==> config.mk <==
export PLATFORM = sky130hd
export DESIGN_NAME = memory_access_flat
export DESIGN_NICKNAME = d
export VERILOG_FILES = /design/src/rtl/memory_access_if.sv /design/src/rtl/memory_access.sv /design/src/flat_wrapper.sv
export SDC_FILE = /design/constraint.sdc
export NUM_CORES = 1
export LEC_CHECK = 0
export CORE_MARGIN = 5
export CORE_UTILIZATION = 45
export DETAILED_ROUTE_END_ITERATION = 6
export PLACE_DENSITY_LB_ADDON = 0.15
export SLEW_MARGIN = 20
export SYNTH_ARGS = -nofsm -noshare
export SYNTH_HDL_FRONTEND = slang
export SYNTH_SLANG_ARGS = --single-unit
==> constraint.sdc <==
create_clock -name clk -period 6.21 [get_ports clk]
set_input_delay 1.242 -clock clk [delete_from_list [all_inputs] [get_ports clk]]
set_output_delay 1.242 -clock clk [all_outputs]
set_load 0.05 [all_outputs]
==> src/rtl/memory_access_if.sv <==
// Data-memory bus between the memory-access stage (master) and the memory (slave).
// Latency: none, signal bundle only.
// Backpressure: the master holds req/addr/we/be/wdata until gnt; read data returns with rvalid.
//
// Signals:
//   dmem_req_o, dmem_we_o       request and write enable (master -> slave)
//   dmem_addr_o                 word-aligned byte address (master -> slave)
//   dmem_wdata_o, dmem_be_o     write data and byte enables (master -> slave)
//   dmem_gnt_i                  request accepted this cycle (slave -> master)
//   dmem_rvalid_i, dmem_rdata_i read data valid and data (slave -> master)
interface memory_access_if;
    logic        dmem_req_o;
    logic        dmem_we_o;
    logic [31:0] dmem_addr_o;
    logic [31:0] dmem_wdata_o;
    logic [3:0]  dmem_be_o;
    logic        dmem_gnt_i;
    logic        dmem_rvalid_i;
    logic [31:0] dmem_rdata_i;

    modport master (
        output dmem_req_o, dmem_we_o, dmem_addr_o, dmem_wdata_o, dmem_be_o,
        input  dmem_gnt_i, dmem_rvalid_i, dmem_rdata_i
    );

    modport slave (
        input  dmem_req_o, dmem_we_o, dmem_addr_o, dmem_wdata_o, dmem_be_o,
        output dmem_gnt_i, dmem_rvalid_i, dmem_rdata_i
    );
endinterface

==> src/rtl/memory_access.sv <==
// Memory-access pipeline stage: passes ALU ops through, runs loads/stores on the dmem bus.
// Latency: 1 cycle for non-memory ops; memory ops complete on the edge of gnt (store) or rvalid (load).
// Backpressure: stall_o holds upstream while an access is outstanding; downstream sees bubbles meanwhile.
//
// Ports:
//   clk, rst                      clock, asynchronous active-high reset
//   valid_i, sel_rd_i, mem_re_i, mem_we_i, funct3_i, alu_result_i, store_data_i   upstream instruction
//   stall_o                       upstream must hold its inputs while high
//   dmem                          data-memory bus (memory_access_if.master)
//   sel_rd_o, mem_re_o, mem_we_o, alu_result_o, data_o   registered writeback-stage outputs
//   misalign_o                    one-cycle pulse on a misaligned access
// Build option: define MEMORY_ACCESS_MISALIGN_TRAP_EN to trap misaligned halfword/word accesses;
// without it misalign_o is tied 0 and the offending low address bits are ignored.
module memory_access (
    input  logic                   clk,
    input  logic                   rst,
    input  logic                   valid_i,
    input  logic [4:0]             sel_rd_i,
    input  logic                   mem_re_i,
    input  logic                   mem_we_i,
    input  logic [2:0]             funct3_i,
    input  logic [31:0]            alu_result_i,
    input  logic [31:0]            store_data_i,
    output logic                   stall_o,
    memory_access_if.master        dmem,
    output logic [4:0]             sel_rd_o,
    output logic                   mem_re_o,
    output logic                   mem_we_o,
    output logic [31:0]            alu_result_o,
    output logic [31:0]            data_o,
    output logic                   misalign_o
);

    typedef enum logic [1:0] {
        IDLE = 2'd0,
        REQ  = 2'd1,
        WAIT = 2'd2
    } state_t;

    state_t      r_state;

    // Holding registers for the outstanding access
    logic [4:0]  r_rd;
    logic        r_we;
    logic [2:0]  r_funct3;
    logic [31:0] r_addr;
    logic [3:0]  r_be;
    logic [31:0] r_wdata;
    logic        r_req;

    // Registered downstream outputs
    logic [4:0]  r_sel_rd;
    logic        r_mem_re;
    logic        r_mem_we;
    logic [31:0] r_alu;
    logic [31:0] r_data;

    logic        w_is_mem;
    logic        w_start;
    logic        w_misalign;
    logic        w_complete;
    logic [3:0]  w_be;
    logic [31:0] w_wdata;
    logic [31:0] w_load_data;

    // Pick the addressed byte/halfword out of the returned word and extend it.
    function automatic logic [31:0] extract(input logic [2:0]  f3,
                                            input logic [1:0]  lane,
                                            input logic [31:0] word);
        logic [7:0]  b;
        logic [15:0] h;
        logic [31:0] r;
        b = word[{lane, 3'b000} +: 8];
        h = lane[1] ? word[31:16] : word[15:0];
        case (f3)
            3'b000:  r = {{24{b[7]}}, b};
            3'b100:  r = {24'd0, b};
            3'b001:  r = {{16{h[15]}}, h};
            3'b101:  r = {16'd0, h};
            default: r = word;
        endcase
        return r;
    endfunction

    assign w_is_mem = mem_re_i | mem_we_i;

    // Byte enables and lane-replicated write data; funct3[1:0] is the access size.
    always_comb begin
        w_be    = 4'b1111;
        w_wdata = store_data_i;
        case (funct3_i[1:0])
            2'b00: begin
                w_be    = 4'b0001 << alu_result_i[1:0];
                w_wdata = {4{store_data_i[7:0]}};
            end
            2'b01: begin
                w_be    = alu_result_i[1] ? 4'b1100 : 4'b0011;
                w_wdata = {2{store_data_i[15:0]}};
            end
            default: begin
                w_be    = 4'b1111;
                w_wdata = store_data_i;
            end
        endcase
    end

`ifdef MEMORY_ACCESS_MISALIGN_TRAP_EN
    // Halfword needs addr[0]=0; word-sized (incl. undefined sizes) needs addr[1:0]=0.
    assign w_misalign = ((funct3_i[1:0] == 2'b01) && alu_result_i[0]) ||
                        (funct3_i[1] && (alu_result_i[1:0] != 2'b00));
`else
    assign w_misalign = 1'b0;
`endif

    assign w_start     = (r_state == IDLE) && valid_i && w_is_mem && !w_misalign;
    assign w_load_data = extract(r_funct3, r_addr[1:0], dmem.dmem_rdata_i);

    // Stores finish on gnt; loads finish on rvalid, which may coincide with gnt.
    assign w_complete = ((r_state == REQ) && dmem.dmem_gnt_i && (r_we || dmem.dmem_rvalid_i)) ||
                        ((r_state == WAIT) && dmem.dmem_rvalid_i);

    // Combinational so the upstream holds the instruction on the very cycle it is seen.
    assign stall_o = !rst && (w_start || ((r_state != IDLE) && !w_complete));

    always_ff @(posedge clk or posedge rst) begin
        if (rst) begin
            r_state  <= IDLE;
            r_rd     <= 5'd0;
            r_we     <= 1'b0;
            r_funct3 <= 3'd0;
            r_addr   <= 32'd0;
            r_be     <= 4'd0;
            r_wdata  <= 32'd0;
            r_req    <= 1'b0;
            r_sel_rd <= 5'd0;
            r_mem_re <= 1'b0;
            r_mem_we <= 1'b0;
            r_alu    <= 32'd0;
            r_data   <= 32'd0;
        end else begin
            // Bubble unless something below completes this cycle
            r_sel_rd <= 5'd0;
            r_mem_re <= 1'b0;
            r_mem_we <= 1'b0;
            r_data   <= 32'd0;
            case (r_state)
                IDLE: begin
                    r_alu <= alu_result_i;
                    if (w_start) begin
                        r_rd     <= sel_rd_i;
                        r_we     <= mem_we_i;
                        r_funct3 <= funct3_i;
                        r_addr   <= alu_result_i;
                        r_be     <= w_be;
                        r_wdata  <= w_wdata;
                        r_req    <= 1'b1;
                        r_state  <= REQ;
                    end else if (valid_i && !w_is_mem) begin
                        r_sel_rd <= sel_rd_i;
                    end
                end
                REQ: begin
                    r_alu <= r_addr;
                    if (dmem.dmem_gnt_i) begin
                        r_req <= 1'b0;
                        if (r_we) begin
                            r_mem_we <= 1'b1;
                            r_state  <= IDLE;
                        end else if (dmem.dmem_rvalid_i) begin
                            r_sel_rd <= r_rd;
                            r_mem_re <= 1'b1;
                            r_data   <= w_load_data;
                            r_state  <= IDLE;
                        end else begin
                            r_state  <= WAIT;
                        end
                    end
                end
                WAIT: begin
                    r_alu <= r_addr;
                    if (dmem.dmem_rvalid_i) begin
                        r_sel_rd <= r_rd;
                        r_mem_re <= 1'b1;
                        r_data   <= w_load_data;
                        r_state  <= IDLE;
                    end
                end
                default: r_state <= IDLE;
            endcase
        end
    end

`ifdef MEMORY_ACCESS_MISALIGN_TRAP_EN
    logic r_misalign;
    always_ff @(posedge clk or posedge rst) begin
        if (rst) r_misalign <= 1'b0;
        else     r_misalign <= (r_state == IDLE) && valid_i && w_is_mem && w_misalign;
    end
    assign misalign_o = r_misalign;
`else
    assign misalign_o = 1'b0;
`endif

    assign dmem.dmem_req_o   = r_req;
    assign dmem.dmem_we_o    = r_we;
    assign dmem.dmem_addr_o  = {r_addr[31:2], 2'b00};
    assign dmem.dmem_wdata_o = r_wdata;
    assign dmem.dmem_be_o    = r_be;

    assign sel_rd_o     = r_sel_rd;
    assign mem_re_o     = r_mem_re;
    assign mem_we_o     = r_mem_we;
    assign alu_result_o = r_alu;
    assign data_o       = r_data;

endmodule

==> src/flat_wrapper.sv <==
// flat-port wrapper written by rule: the top's interface ports become plain ports
module memory_access_flat 
  (clk, rst, valid_i, sel_rd_i, mem_re_i, mem_we_i, funct3_i, alu_result_i, store_data_i, stall_o, sel_rd_o, mem_re_o, mem_we_o, alu_result_o, data_o, misalign_o, dmem_dmem_req_o, dmem_dmem_we_o, dmem_dmem_addr_o, dmem_dmem_wdata_o, dmem_dmem_be_o, dmem_dmem_gnt_i, dmem_dmem_rvalid_i, dmem_dmem_rdata_i);
  memory_access_if dmem_i ();
  input  logic clk;
  input  logic rst;
  input  logic valid_i;
  input  logic [4:0] sel_rd_i;
  input  logic mem_re_i;
  input  logic mem_we_i;
  input  logic [2:0] funct3_i;
  input  logic [31:0] alu_result_i;
  input  logic [31:0] store_data_i;
  output logic stall_o;
  output logic [4:0] sel_rd_o;
  output logic mem_re_o;
  output logic mem_we_o;
  output logic [31:0] alu_result_o;
  output logic [31:0] data_o;
  output logic misalign_o;
  output wire logic [$bits(dmem_i.dmem_req_o)-1:0] dmem_dmem_req_o;
  output wire logic [$bits(dmem_i.dmem_we_o)-1:0] dmem_dmem_we_o;
  output wire logic [$bits(dmem_i.dmem_addr_o)-1:0] dmem_dmem_addr_o;
  output wire logic [$bits(dmem_i.dmem_wdata_o)-1:0] dmem_dmem_wdata_o;
  output wire logic [$bits(dmem_i.dmem_be_o)-1:0] dmem_dmem_be_o;
  input wire logic [$bits(dmem_i.dmem_gnt_i)-1:0] dmem_dmem_gnt_i;
  input wire logic [$bits(dmem_i.dmem_rvalid_i)-1:0] dmem_dmem_rvalid_i;
  input wire logic [$bits(dmem_i.dmem_rdata_i)-1:0] dmem_dmem_rdata_i;
  assign dmem_dmem_req_o = dmem_i.dmem_req_o;
  assign dmem_dmem_we_o = dmem_i.dmem_we_o;
  assign dmem_dmem_addr_o = dmem_i.dmem_addr_o;
  assign dmem_dmem_wdata_o = dmem_i.dmem_wdata_o;
  assign dmem_dmem_be_o = dmem_i.dmem_be_o;
  assign dmem_i.dmem_gnt_i = dmem_dmem_gnt_i;
  assign dmem_i.dmem_rvalid_i = dmem_dmem_rvalid_i;
  assign dmem_i.dmem_rdata_i = dmem_dmem_rdata_i;
  memory_access u_core (.clk(clk), .rst(rst), .valid_i(valid_i), .sel_rd_i(sel_rd_i), .mem_re_i(mem_re_i), .mem_we_i(mem_we_i), .funct3_i(funct3_i), .alu_result_i(alu_result_i), .store_data_i(store_data_i), .stall_o(stall_o), .dmem(dmem_i), .sel_rd_o(sel_rd_o), .mem_re_o(mem_re_o), .mem_we_o(mem_we_o), .alu_result_o(alu_result_o), .data_o(data_o), .misalign_o(misalign_o));
endmodule
# Word-level counts from Yosys, hierarchy flattened
# Index checks and enable logic that the tools add are counted.
# Widths: inputs -> output; s select.
# totals
regBits,151
inputBits,111
# classes
n_eq_ne,9
n_shift,2
muxes,32
bitwise,1
reduce_logical,24
# ops
op,count
$pmux 32 s2,3
$pmux 32 s4,1
$mux 32,3
$shiftx 32x6->8,1
$mux 5,5
$mux 16,1
$pmux 5 s3,1
$mux 2,5
$logic_and 1x1->1,8
$mux 1,8
$pmux 4 s2,1
$eq 3x3->1 const B,2
$pmux 2 s3,1
$reduce_and 3->1,2
$reduce_bool 2->1,3
$eq 2x1->1 const B,2
$logic_not 2->1,2
$mux 4,1
$ne 2x2->1 const B,2
$pmux 1 s2,2
$shl 1x2->4 const A,1
$eq 3x1->1 const B,1
$logic_not 1->1,3
$logic_not 3->1,1
other kinds (6),8

# Longest topological paths before layout
# Gate-level depths: netlist of the first run.
# depth
ltp_word,8
mapped_depth,9
depth_no_buf,8

# Least setup slack after synthesis of the first run
# No wires, ideal clock.
# synth_timing
path_kind,in2out
startpoint,input port dmem_dmem_gnt_i
endpoint,output port stall_o
arrival_time_ns,2.610
required_time_ns,4.968
path_slack_ns,2.358
stages,4
n_path_buf,0
cell_sequence,and3_1 nor2_1 nor3_1 nor3_1
# synth_between
elab_chain_cells,7
# synth_lines
item,line,source
start: declaration,flat_wrapper.sv:26,input wire logic [$bits(dmem_i.dmem_gnt_i)-1:0] dmem_dmem_gnt_i;
$logic_and 1x1->1 (2 in a row),memory_access.sv:119,assign w_complete = ((r_state == REQ) && dmem.dmem_gnt_i && (r_we || dmem.dmem_rvalid_i)) ||
$logic_or 1x1->1,memory_access.sv:119,
$logic_not 1->1,memory_access.sv:123,assign stall_o = !rst && (w_start || ((r_state != IDLE) && !w_complete));
$logic_and 1x1->1,memory_access.sv:123,
$logic_or 1x1->1,memory_access.sv:123,
$logic_and 1x1->1,memory_access.sv:123,
end: declaration,flat_wrapper.sv:14,output logic stall_o;
# Every way passes these cells.

# Worst setup path after layout of the first run
# Ends and elaborated chain as after synthesis.

==> qor.yml, run 1 <==
die:
  ioPinCount: 254
  die_w_um: 134
  core_region_area_sq_um: 15200
  fp-row-count: 45
  dieArea_sq_um: 18000
  start_util_pct: 45.8
  die_height_um: 134
global_routing:
  grt_pass1_wl_um: 29900
  grt_pass1_vias: 5764
  grt-ovfl-total: 0
  track_usage_pct: 21.0
  grt_max_degree: 116
  antenna_found_initial: 0
setup_path:
  startpoint: "dmem_dmem_gnt_i"
  ff2ff_path_depth: 7
  criticalPathCategory: "primary input to primary output"
  reg2reg_slack_ns: 3.33
  rr_endpoint: "u_core.data_o[30]$_DFF_PP0_"
  arrival_ns: 3.13
  r2r-start: "u_core.r_state[1]$_DFFE_PP0P_"
  cp-start-kind: "primary input"
  worstPathRequired_ns: 4.97
  worstPathMaxFanout: 6
  end_kind: "primary output"
sta:
  finalSetupTns_ns: 0
  clock.fmax_mhz: 229
  rsz0062_at_grt: "no"
  finalSetupViolCount: 0
  report.final.slew_viol_count: 0
  fin_skew_ns: 0.00534
  fin_crit_ns: 4.37
  fin_crit_sh_pct: 70.4
  relSlewSlack_pct: 30.6
  hold_viol_final: 0
  worst_slew_pin_slew_ns: 1.04
synth:
  ys_seq_area_share_pct: 54.3
  avgSynthCellArea_sq_um: 11.1
  yosysWarnings: 0
  synth_edf_count: 0
  ys.flop_type: "dfrtp_1"
  ys_ff_latch: 151
  postSynthCellCount: 626
  synth.cell_area_sq_um: 6960
  synthArstFlopShare_pct: 100
  synth_cell_type_count: 42
placement:
  dpl_cell_area_sq_um: 9350
  port_buffers: 250
  dp.final_hpwl_um: 13600
  gp_congestion: 0.831
job:
  maxCapViolCount: 0
clock_network:
  numCtsBuffers: 17
  worstSkewPairLatency_ns: 0.42
  post_cts_buffers: 0
  cts_root_buffer: "clkbuf_16"
  ctsHoldBuffers: 0
  clkSlewWorstSetupHoldPaths_ns: 0.06
  cts_sinks: 151
  ctsResizeCount: 0
  cts_buffer_depth: 2
  htreeDepth: 4
  cts_tree: "built"
route:
  initialDrtViolationCount: 214
  ant_nets: 0
  wl_per_cell_um: 18.2
  num_vias: 5325
  drcViolationCount: 0
  drt_wl_total_um: 18800
  via_per_inst: 5.15
  drt_pass1_iterations: 4
power_and_ir_drop:
  p_leak_nw: 4.31
  peakVddDrop_uv: 439
  power_density_nw_per_um2: 597
worst_hold_path:
  hold_path.startpoint: "u_core.dmem.dmem_be_o[3]$_DFFE_PP0P_"
  whs_path_depth: 2
  min_path_type: "flop to flop"
  hold-path-endpoint: "u_core.dmem.dmem_be_o[3]$_DFFE_PP0P_"
finish:
  final_util_pct: 65.7
  final_nets: 948
  drive_above_1_share_pct: 13.5
  antenna-diode-count: 0
  final_area_sq_um: 9980
  synthToLayoutAreaGrowth_pct: 43.5
outcome:
  outcome: "finished clean"
## sequential cells by signal, summed over array words and instances (netlist names)
signal	cells
u_core.r_state	2
u_core.r_rd	5
u_core.sel_rd_o	5
u_core.r_addr	32
u_core.dmem.dmem_we_o	1
u_core.dmem.dmem_req_o	1
u_core.alu_result_o	32
u_core.r_funct3	3
u_core.dmem.dmem_be_o	4
u_core.data_o	32
u_core.mem_re_o	1
u_core.mem_we_o	1
u_core.dmem.dmem_wdata_o	32
## cells by family (layout without fill, tap and decap cells)
logic type / Yosys count / in the layout / synth area share [%]
multiplexers: 120 / 120 / 18.2
flip-flops: 151 / 151 / 54.3
buffers and inverters: 97 / 314 / 7.39
adder cells (fa/ha/maj): 4 / 4 / 0.719
AO/OA/AOI/OAI: 139 / 139 / 12.2
other: 1 / 3 / 0.0539
AND/OR/NAND/NOR: 114 / 114 / 7.09
## per-stage QoR
| stage | power [W] | instances | worst slack, ns | hold WS (ns) |
|---|---|---|---|---|
| global route | 0.00625 | 1033 | 1.73 | 0.503 |
| finish | 0.00596 | 1033 | 1.84 | 0.479 |
| global placement | 0.00485 | 1002 | 1.84 | 0.462 |
| floorplan | 0.00397 | 628 | 0.903 | 0.461 |
| CTS | 0.00600 | 1033 | 1.83 | 0.485 |
| detailed placement | 0.00491 | 1002 | 1.85 | 0.469 |
## layout make-up
class,instances,area [sq um]
clock buffer,23,498
clock inverter,8,119
fill,1182,5220
inverter,27,109
multi-input combinational,380,2700
sequential,151,3780
tap,188,235
timing repair buffer,256,2550
## where the power goes
part | internal (W) | switching (W) | total [W] | leakage [nW]
Sequential | 0.00139 | 0.000277 | 0.00166 | 1.88
Clock | 0.000681 | 0.000388 | 0.00107 | 0.309
Combinational | 0.00114 | 0.00209 | 0.00322 | 2.12
Total | 0.00321 | 0.00275 | 0.00596 | 4.31
## synth_stat cells, types with 2 or more instances
| master | instances | share of area, % |
|---|---|---|
| or3_1 | 2 | 0.18 |
| nor3_1 | 10 | 0.72 |
| nor2_1 | 21 | 1.1 |
| nor3b_1 | 2 | 0.22 |
| and2_1 | 2 | 0.18 |
| a2111oi_0 | 2 | 0.25 |
| o221a_2 | 5 | 0.81 |
| mux2i_1 | 68 | 9.8 |
| o21ai_0 | 71 | 5.1 |
| o22ai_1 | 3 | 0.27 |
| buf_2 | 12 | 0.86 |
| a21oi_2 | 11 | 1.4 |
| nand2b_1 | 2 | 0.18 |
| a22o_1 | 5 | 0.63 |
| nor2b_1 | 3 | 0.27 |
| dfrtp_1 | 151 | 54 |
| buf_4 | 34 | 3.7 |
| ha_1 | 4 | 0.72 |
| a21oi_1 | 34 | 2.4 |
| clkbuf_1 | 22 | 1.2 |
| inv_1 | 26 | 1.4 |
| nand2_1 | 65 | 3.5 |
| mux2_2 | 52 | 8.4 |
## worst max path at each step
| stage | endpoint | cells after the start |
|---|---|---|
| 6_report | stall_o | 6 |
| 5_1_grt | stall_o | 6 |
| 4_1_cts | stall_o | 6 |
| 2_1_floorplan | u_core.alu_result_o[0]$_DFFE_PP0P_ | 1 |
| 3_5_place_dp | stall_o | 6 |
| 3_3_place_gp | stall_o | 6 |
## layout by cell type, fill, tap and decap left out, types with 2 or more instances in the layout
| cell type | netlist | routed |
|---|---|---|
| nand2b_1 | 2 | 2 |
| clkdlybuf4s50_1 | 0 | 250 |
| clkinv_2 | 0 | 4 |
| nor2_1 | 21 | 21 |
| a21oi_1 | 34 | 34 |
| nor3b_1 | 2 | 2 |
| o221a_2 | 5 | 5 |
| inv_1 | 26 | 25 |
| a22o_1 | 5 | 5 |
| bufinv_16 | 0 | 3 |
| ha_1 | 4 | 2 |
| clkbuf_16 | 0 | 17 |
| mux2_2 | 52 | 52 |
| o22ai_1 | 3 | 3 |
| and2_1 | 2 | 2 |
| nand2_1 | 65 | 65 |
| mux2i_1 | 68 | 68 |
| or3_1 | 2 | 2 |
| a21oi_2 | 11 | 11 |
| nor2b_1 | 3 | 3 |
| conb_1 | 1 | 3 |
| a2111oi_0 | 2 | 2 |
| nor3_1 | 10 | 10 |
| clkbuf_8 | 0 | 5 |
| o21ai_0 | 71 | 71 |
| buf_4 | 34 | 6 |
| dfrtp_1 | 151 | 151 |
## metal layers
metal	track usage [%]	routed length, um	vias up
li1	-	-	2533
met1	24.4	7540	2562
met2	35.3	9050	200
met3	8.85	1820	30
met4	6.96	385	0
met5	0	0	-
## critical path: stages
cell and delay (ns):
clkdlybuf4s50_1 0.49, and3_1 0.23, nor2_1 0.10, nor3_1 0.06, nor3_1 0.17, clkdlybuf4s50_1 0.83
(Power assumes the default switching activity.)
==> inputs of run 2 (changes only) <==
- clock period: 6.21 -> 4.2 ns (I/O delays scaled with it)
==> run 2 against run 1 <==
  * Critical path depth unchanged
  * Sequential power up 48%
  * Non-clock buffer count up 4
  * First-iteration DRC count down 3.3%
  * Sequential cell count unchanged
  * Combinational power up 48%
  * Cell count up 0.39%
  * Highest routed layer unchanged
==> qor.yml, run 2 (synthesized netlist as in run 1, its figures left out) <==
outcome:
  outcome: "finished clean"
die:
  die_height_um: 134  # unchanged
  core_region_area_sq_um: 15200  # unchanged
  start_util_pct: 45.8  # unchanged
  ioPinCount: 254  # unchanged
  die_w_um: 134  # unchanged
  fp-row-count: 45  # unchanged
  dieArea_sq_um: 18000  # unchanged
sta:
  clock.fmax_mhz: 280
  finalSetupViolCount: 0  # unchanged
  setup_ws_ns: 0.625  # -1.21 ns
  whs_ns: 0.475  # -0.00398 ns
  report.final.slew_viol_count: 0  # unchanged
  hold_viol_final: 0  # unchanged
  fin_crit_ns: 3.58
  finalSetupTns_ns: 0  # unchanged
  worst_slew_pin_slew_ns: 0.979  # -0.0623 ns
  relSlewSlack_pct: 34.6  # +4.0 points
  fin_crit_sh_pct: 85.1
  fin_skew_ns: 0.0131  # +0.00779 ns
  rsz0062_at_grt: "no"
setup_path:
  end_kind: "primary output"
  worstPathRequired_ns: 3.36  # -1.61 ns
  worstPathMaxFanout: 6  # unchanged
  cp-start-kind: "primary input"
  arrival_ns: 2.74  # -0.39 ns
  criticalPathCategory: "primary input to primary output"
power_and_ir_drop:
  peakVddDrop_uv: 518  # +18%
  p_leak_nw: 4.36  # +1.2%
  power_density_nw_per_um2: 888  # +49%
placement:
  port_buffers: 250  # unchanged
  dp.final_hpwl_um: 13900  # +2.3%
  gp_congestion: 0.815  # -2.0%
  dp_slack_ns: 0.642  # -1.20 ns
  dpl_cell_area_sq_um: 9410  # +0.58%
  dp_cells: 1006  # +0.40%
global_routing:
  grt_pass1_vias: 5625  # -2.4%
  grt_max_degree: 74  # -36%
  antenna_found_initial: 0  # unchanged
  grt_pass1_wl_um: 30200  # +0.92%
  grt-ovfl-total: 0  # unchanged
  track_usage_pct: 21.4  # +0.36 points
finish:
  synthToLayoutAreaGrowth_pct: 45.1
  drive_above_1_share_pct: 13.9  # +0.41 points
  final_nets: 952  # +0.42%
  final_cells: 1037  # +0.39%
  fillers: 1168  # -1.2%
  ff_latch_area_sq_um: 3780  # unchanged
  layout_common_cells: "clkdlybuf4s50_1, dfrtp_1, o21ai_0"
  mostFrequentLayoutCell: "clkdlybuf4s50_1"
  antenna-diode-count: 0  # unchanged
  final_area_sq_um: 10100  # +1.1%
  multiInputGateArea_sq_um: 2690  # -0.37%
route:
  drt_wl_total_um: 18900  # +0.62%
  drcViolationCount: 0  # unchanged
  ant_nets: 0  # unchanged
  wl_per_cell_um: 18.2  # +0.23%
  via_per_inst: 5.18  # +0.51%
  drt_pass1_iterations: 5  # +1
  initialDrtViolationCount: 207  # -3.3%
  num_vias: 5373  # +0.90%
clock_network:
  cts_sinks: 151  # unchanged
  htreeDepth: 4  # unchanged
  cts_buffer_depth: 2  # unchanged
  post_cts_buffers: 0  # unchanged
  ctsResizeCount: 0  # unchanged
  cts_root_buffer: "clkbuf_16"
  clkSlewWorstSetupHoldPaths_ns: 0.06  # about the same
  ctsHoldBuffers: 0  # unchanged
  numCtsBuffers: 17  # unchanged
  worstSkewPairLatency_ns: 0.43  # about the same
  cts_tree: "built"
worst_hold_path:
  min_path_type: "flop to flop"
job:
  maxCapViolCount: 0  # unchanged
==> run 2: worst max-delay path, stage by stage <==
cell	delay [ns]
clkdlybuf4s50_1	0.48
and3_1	0.21
nor2_1	0.11
nor3_1	0.06
nor3_1	0.19
clkdlybuf4s50_1	0.83
==> run 2: cell type report <==
class / count / share of cell area [%]
sequential: 151 / 37.4
multi-input combinational: 380 / 26.6
timing repair buffer: 260 / 25.8
clock buffer: 25 / 5.21
tap: 188 / 2.33
clock inverter: 6 / 1.57
inverter: 27 / 1.04
==> run 2: per-layer routing <==
metal | vias to the layer above | GRT usage, % | part of all wire [%]
met3 | 29 | 8.10 | 8.2
li1 | 2546 | - | -
met4 | 0 | 8.65 | 2.4
met2 | 203 | 35.2 | 49
met1 | 2595 | 25.4 | 40
met5 | - | 0 | 0
==> run 2: final timing paths <==
kind | start | end | slack (ns) | cells after the start
max | dmem_dmem_gnt_i | stall_o | 0.62 | 6
min | u_core.dmem.dmem_wdata_o[26]$_DFFE_PP0P_ | u_core.dmem.dmem_wdata_o[26]$_DFFE_PP0P_ | 0.47 | 2
min reg2reg | u_core.dmem.dmem_wdata_o[26]$_DFFE_PP0P_ | u_core.dmem.dmem_wdata_o[26]$_DFFE_PP0P_ | 0.47 | 2
max in group asynchronous | rst | u_core.data_o[28]$_DFF_PP0_ | 2.10 | 3
max reg2reg | u_core.r_state[1]$_DFFE_PP0P_ | u_core.data_o[18]$_DFF_PP0_ | 1.65 | 8
min in group asynchronous | rst | u_core.alu_result_o[12]$_DFFE_PP0P_ | 0.97 | 2
==> run 2: per-stage QoR <==
step,utilization [%],total power (W)
CTS,66.4,0.00905
finish,66.4,0.00896
global placement,61.9,0.00719
floorplan,-,0.00586
detailed placement,61.9,0.00729
global route,66.4,0.00941
==> run 2: where the power goes <==
| part | switching, W | internal (W) | total, W |
|---|---|---|---|
| sequential | 0.000401 | 0.00205 | 0.00245 |
| clock | 0.000565 | 0.00116 | 0.00173 |
| combinational | 0.00309 | 0.00169 | 0.00478 |
| total | 0.00406 | 0.00490 | 0.00896 |
==> edit 1: new RTL, flow settings as in run 2 <==
The 3 states of `state_t` get a one-hot encoding in 3 bits.
--- a/src/rtl/memory_access.sv
+++ b/src/rtl/memory_access.sv
@@ -31,10 +31,10 @@
     output logic                   misalign_o
 );
 
-    typedef enum logic [1:0] {
-        IDLE = 2'd0,
-        REQ  = 2'd1,
-        WAIT = 2'd2
+    typedef enum logic [2:0] {
+        IDLE = 3'b001,
+        REQ  = 3'b010,
+        WAIT = 3'b100
     } state_t;
 
     state_t      r_state;
Function: no difference found for any inputs over 4 cycles, from zero or initial values and one cycle with rst high; so few cycles prove little.
==> edit 1 against run 2 <==
- design area is 2.0% lower
- setup slack better by 0.53 ns
- synthesized area is 1.5% lower
- non-clock buffer count shrank 2
- sequential cell count increased by 1
- power is 20% lower
- wire length increased by 6.3%
- sequential power decreased by 7%
==> edit 1: results (changes against run 2) <==
- Critical path fanouts, max: 4 (-2)
- Post-CTS Resized: 0 (unchanged)
- Root Buffer: clkbuf_16
- Total negative slack: 0 ns (unchanged)
- Clock-pin slew on the worst setup and hold paths: 0.06 ns (about the same)
- Via count: 5840 (+8.7%)
- Cells after DPL: 1057 (+5.1%)
- DR pass1 iterations: 5 (unchanged)
- Total Routed Length: 20.1 mm (+6.3%)
- P_leak: 4.61 nW (+5.9%)
- HP Start: u_core.alu_result_o[27]
- Share of cells above drive strength 1: 7.00% (-6.9 points)
- Worst r2r src: u_core.r_state[0]
- Port bufs: 250 (unchanged)
- Largest net degree at the start of global routing: 98 (+32%)
- Minimum hold slack: 0.475 ns (+0.000456 ns)
- # diodes: 0 (unchanged)
- Syn avg cell area: 10.0 um2 (-10%)
- Status: finished clean
- CTS Buffer Depth: 2 (unchanged)
- Vias per Instance: 5.37 (+3.6%)
- Ys Warns: 0 (unchanged)
- GRT Total Usage: 22.4% (+1.0 points)
- 1st-iter DRT viols: 378 (+83%)
- Worst-skew pair later-pin latency: 0.42 ns
- Post-synthesis sequential area ratio: 55.5% (+1.2 points)
- Setup Skew: 0.00496 ns (-0.00817 ns)
- CP startpoint: dmem_dmem_gnt_i
- Synth Area in Compound Gates: 18.5% (+6.3 points)
- HPWL after DPL: 14.7 mm (+5.8%)
- Hold crit path type: flip-flop to flip-flop
- First-pass GRT wire length: 31.5 mm (+4.4%)
- Netlist cell types: 44 (+4.8%)
- H-Tree Depth: 4 (unchanged)
- Routability cong.: 0.890 (+9.2%)
- Place WS: 1.17 ns (+0.529 ns)
- Num CTS Buffers: 17 (unchanged)
- Synth top area cells: dfrtp_1 55%, nand2_1 9.6%, a22o_1 5.4%
- Worst R2R Setup Slack: 1.48 ns (-0.17 ns)
- Post-synthesis mux area share: 5.39% (-13 points)
- Setup Buffers After CTS: 0 (unchanged)
- Synth cell count leaders: 175 x nand2_1, 151 x dfrtp_1, 42 x a22o_1
- Slew headroom: 32.5% (-2.1 points)
- Layout fillers: 1220 (+4.5%)
- Final nets: 1000 (+5.0%)
- Worst vdd ir: 0.427 mV (-18%)
- Tcrit/Tclk final: 72.4% (-13 points)
- Initial antenna violation count: 0 (unchanged)
- Yosys top cell by area: dfrtp_1
- XOR/XNOR Fraction of Synth Area: 0% (unchanged)
- Post-synth ARST share: 100% (unchanged)
- Placement Cell Area: 9290 um2 (-1.3%)
- Vias in the first global route: 5940 (+5.6%)
- Post-Synth Adder-Cell Area: 0% (-0.72 points)
- Ys flop type: dfrtp_1
- CP arrival: 2.20 ns (-0.54 ns)
## edit 1: cell types whose count changed after synthesis, moves of 6 or more
| cell | change |
|---|---|
| o21ai_0 | -34 |
| a22o_1 | +37 |
| a21oi_1 | -6 |
| nand2_1 | +110 |
| mux2i_1 | -39 |
| a21o_1 | +31 |
| mux2_2 | -49 |
| a22oi_1 | +7 |
## edit 1: logic make-up after synthesis
family,after synthesis
AOI/OAI and AO/OA,180
buffers and inverters,98
DFF,152
muxes,34
other,1
and+or+nand+nor,220
## edit 1: worst paths after layout
kind | to | cells past startpoint
worst max register to register | u_core.r_addr[21] | 6
worst min register to register | u_core.alu_result_o[27] | 1
min in group asynchronous | u_core.alu_result_o[12] | 2
max in group asynchronous | u_core.dmem.dmem_wdata_o[19] | 4
worst min-delay path | u_core.alu_result_o[27] | 1
worst max-delay path | stall_o | 6
## edit 1: report_power, final
group / internal [mW] / total (mW) / switching (mW)
combinational: 1.16 / 3.41 / 2.24
clock: 0.923 / 1.50 / 0.582
sequential: 1.90 / 2.29 / 0.387
## edit 1: per-layer routing
layer,global-route usage (%),vias up,routed length [um]
met2,38.0,239,10000
met3,7.06,39,1590
met1,26.5,2867,7840
met5,0,-,0
li1,-,2695,-
met4,9.14,0,613
## edit 1: critical path, cell delays in order
cell and delay (ns):
clkdlybuf4s50_1 0.47, nand3b_1 0.17, a21oi_1 0.08, o21bai_1 0.16
a31oi_1 0.30, buf_12 0.18
## edit 1: cell type report
type	instances	area (um2)	share of cell area (%)
inverter	23	90.1	0.911
multi-input combinational	437	2570	26.0
clock inverter	13	158	1.59
tap	188	235	2.38
timing repair buffer	258	2610	26.4
sequential	152	3810	38.5
clock buffer	17	425	4.30
==> edit 2: new RTL, flow settings as in run 2 <==
Without the edit above. Build with the macro `MEMORY_ACCESS_MISALIGN_TRAP_EN` defined.
--- a/src/rtl/memory_access.sv
+++ b/src/rtl/memory_access.sv
@@ -11,6 +11,8 @@
 //   misalign_o                    one-cycle pulse on a misaligned access
 // Build option: define MEMORY_ACCESS_MISALIGN_TRAP_EN to trap misaligned halfword/word accesses;
 // without it misalign_o is tied 0 and the offending low address bits are ignored.
+`define MEMORY_ACCESS_MISALIGN_TRAP_EN
+
 module memory_access (
     input  logic                   clk,
     input  logic                   rst,
Behaviour: not the same (a bounded check fails within 4 cycles, from zero or initial values and one cycle with rst high).
==> edit 2 against run 2 <==
- hold slack improved by 0.0059 ns
- first-iteration DRC count increased by 66%
- power decreased by 0.36%
- count of clock-buffer cells in the layout decreased by 3
- die area decreased by 0.43%
- wire length decreased by 0.53%
- sequential cell count increased by 1
- register-to-register slack got worse by 0.49 ns
- synthesized area decreased by 0.47%
- combinational power about the same
- clock skew decreased by 0.0080 ns
- setup slack got worse by 0.056 ns
- design area decreased by 0.74%
- largest cell class unchanged
- largest power group unchanged
- highest routed layer unchanged
==> edit 2: results (changes against run 2) <==
- Hold Path Sink: u_core.sel_rd_o[3]
- CP arrival: 2.79 ns (+0.05 ns)
- Routability cong.: 0.842 (+3.3%)
- Post-synthesis sequential area ratio: 54.9% (+0.62 points)
- R2R Path End: u_core.r_state[0]
- 1st-iter DRT viols: 343 (+66%)
- Ys Warns: 0 (unchanged)
- CP startpoint: alu_result_i[0]
- Worst R2R Path Depth: 7 (-1)
- HPWL after DPL: 13.5 mm (-2.8%)
- Port bufs: 251 (+0.40%)
- Placement Cell Area: 9380 um2 (-0.27%)
- DR pass1 iterations: 7 (+2)
- Final nets: 946 (-0.63%)
- First-pass GRT wire length: 30.4 mm (+0.46%)
- Status: finished clean
- Share of cells above drive strength 1: 11.8% (-2.1 points)
- Netlist cell types: 44 (+4.8%)
- Critical path fanouts, max: 19 (+13)
- Synth top area cells: dfrtp_1 55%, mux2i_1 9.0%, mux2_2 8.9%
- Worst vdd ir: 0.577 mV (+12%)
- CTS Buffer Depth: 2 (unchanged)
- Worst r2r src: u_core.r_state[0]
- Place WS: 0.578 ns (-0.0639 ns)
- Synth cell count leaders: 152 x dfrtp_1, 65 x o21ai_0, 64 x nand2_1
- Layout fillers: 1143 (-2.1%)
- Vias in the first global route: 5687 (+1.1%)
- Worst R2R Setup Slack: 1.16 ns (-0.49 ns)
- Slew headroom: 31.2% (-3.4 points)
- Via count: 5394 (+0.39%)
- Hold depth: 1 (-1)
- Wire per inst: 18.3 um (+0.24%)
- Largest net degree at the start of global routing: 102 (+38%)
- Setup Skew: 0.00513 ns (-0.00799 ns)
- P_leak: 4.40 nW (+1.0%)
- GRT Total Usage: 21.3% (-0.085 points)
- HP Start: u_core.r_rd[3]
## edit 2: changes by cell type after synthesis, sizes merged, moves of 4 or more
| cell | change |
|---|---|
| buf | -5 |
| a21oi | -17 |
| a21o | +4 |
| nor2 | +5 |
| o221a | -5 |
| mux2 | +4 |
| a222oi | +6 |
| a211oi | +5 |
| mux2i | -6 |
| clkbuf | +4 |
| o21ai | -7 |
## edit 2: worst max-delay path: stages
cell and delay [ns]:
clkdlybuf4s50_1 0.59, or2_1 0.35, a221o_4 0.50, a21oi_1 0.32, buf_12 0.19
## edit 2: worst max path at each step
stage                     endpoint  slack [ns]  cells past startpoint
after floorplan            stall_o        0.75                      6
after global placement     stall_o        0.68                      5
after detailed placement   stall_o        0.58                      5
after CTS                  stall_o        0.56                      5
after global routing       stall_o        0.47                      5
final                      stall_o        0.57                      5
## edit 2: cells by family (layout without fill, tap and decap cells)
| family | Yosys count | count (layout) | synth area share (%) |
|---|---|---|---|
| AND/OR/NAND/NOR | 112 | 112 | 6.81 |
| XOR/XNOR | 1 | 1 | 0.127 |
| AO/OA/AOI/OAI | 131 | 131 | 11.4 |
| flip-flops | 152 | 152 | 54.9 |
| adder cells (fa/ha/maj) | 5 | 5 | 0.904 |
| other | 1 | 2 | 0.0542 |
| multiplexers | 119 | 119 | 18.4 |
| buffers and inverters | 98 | 319 | 7.41 |
## edit 2: area by class of cell
| class | count | share of cell area, % |
|---|---|---|
| flip-flops and latches | 152 | 38.0 |
| multi-input cells | 370 | 26.4 |
| well taps | 188 | 2.35 |
| inverters | 29 | 1.12 |
| clock inverters | 8 | 1.45 |
| clock buffers | 22 | 4.73 |
| repair buffers | 260 | 26.0 |
## edit 2: layer usage
layer	up-vias	routed length, um	global-route usage, %
met5	-	0	0
met2	220	9270	34.7
met4	0	322	7.24
met1	2610	7650	27.0
met3	31	1560	7.01
li1	2533	-	-
## edit 2: stage by stage
stage                     util (%)  hold slack (ns)  cells
after floorplan                  -            0.461    620
after global placement        61.9            0.462    999
after detailed placement      61.9            0.473    999
after CTS                     66.0            0.481   1029
after global routing          66.1            0.490   1029
final                         66.1            0.481   1029
## edit 2: power breakdown
group	total (mW)	switching [mW]	internal (mW)
logic	4.78	3.04	1.73
clock network	1.60	0.569	1.03
registers	2.55	0.477	2.07
total	8.93	4.09	4.84
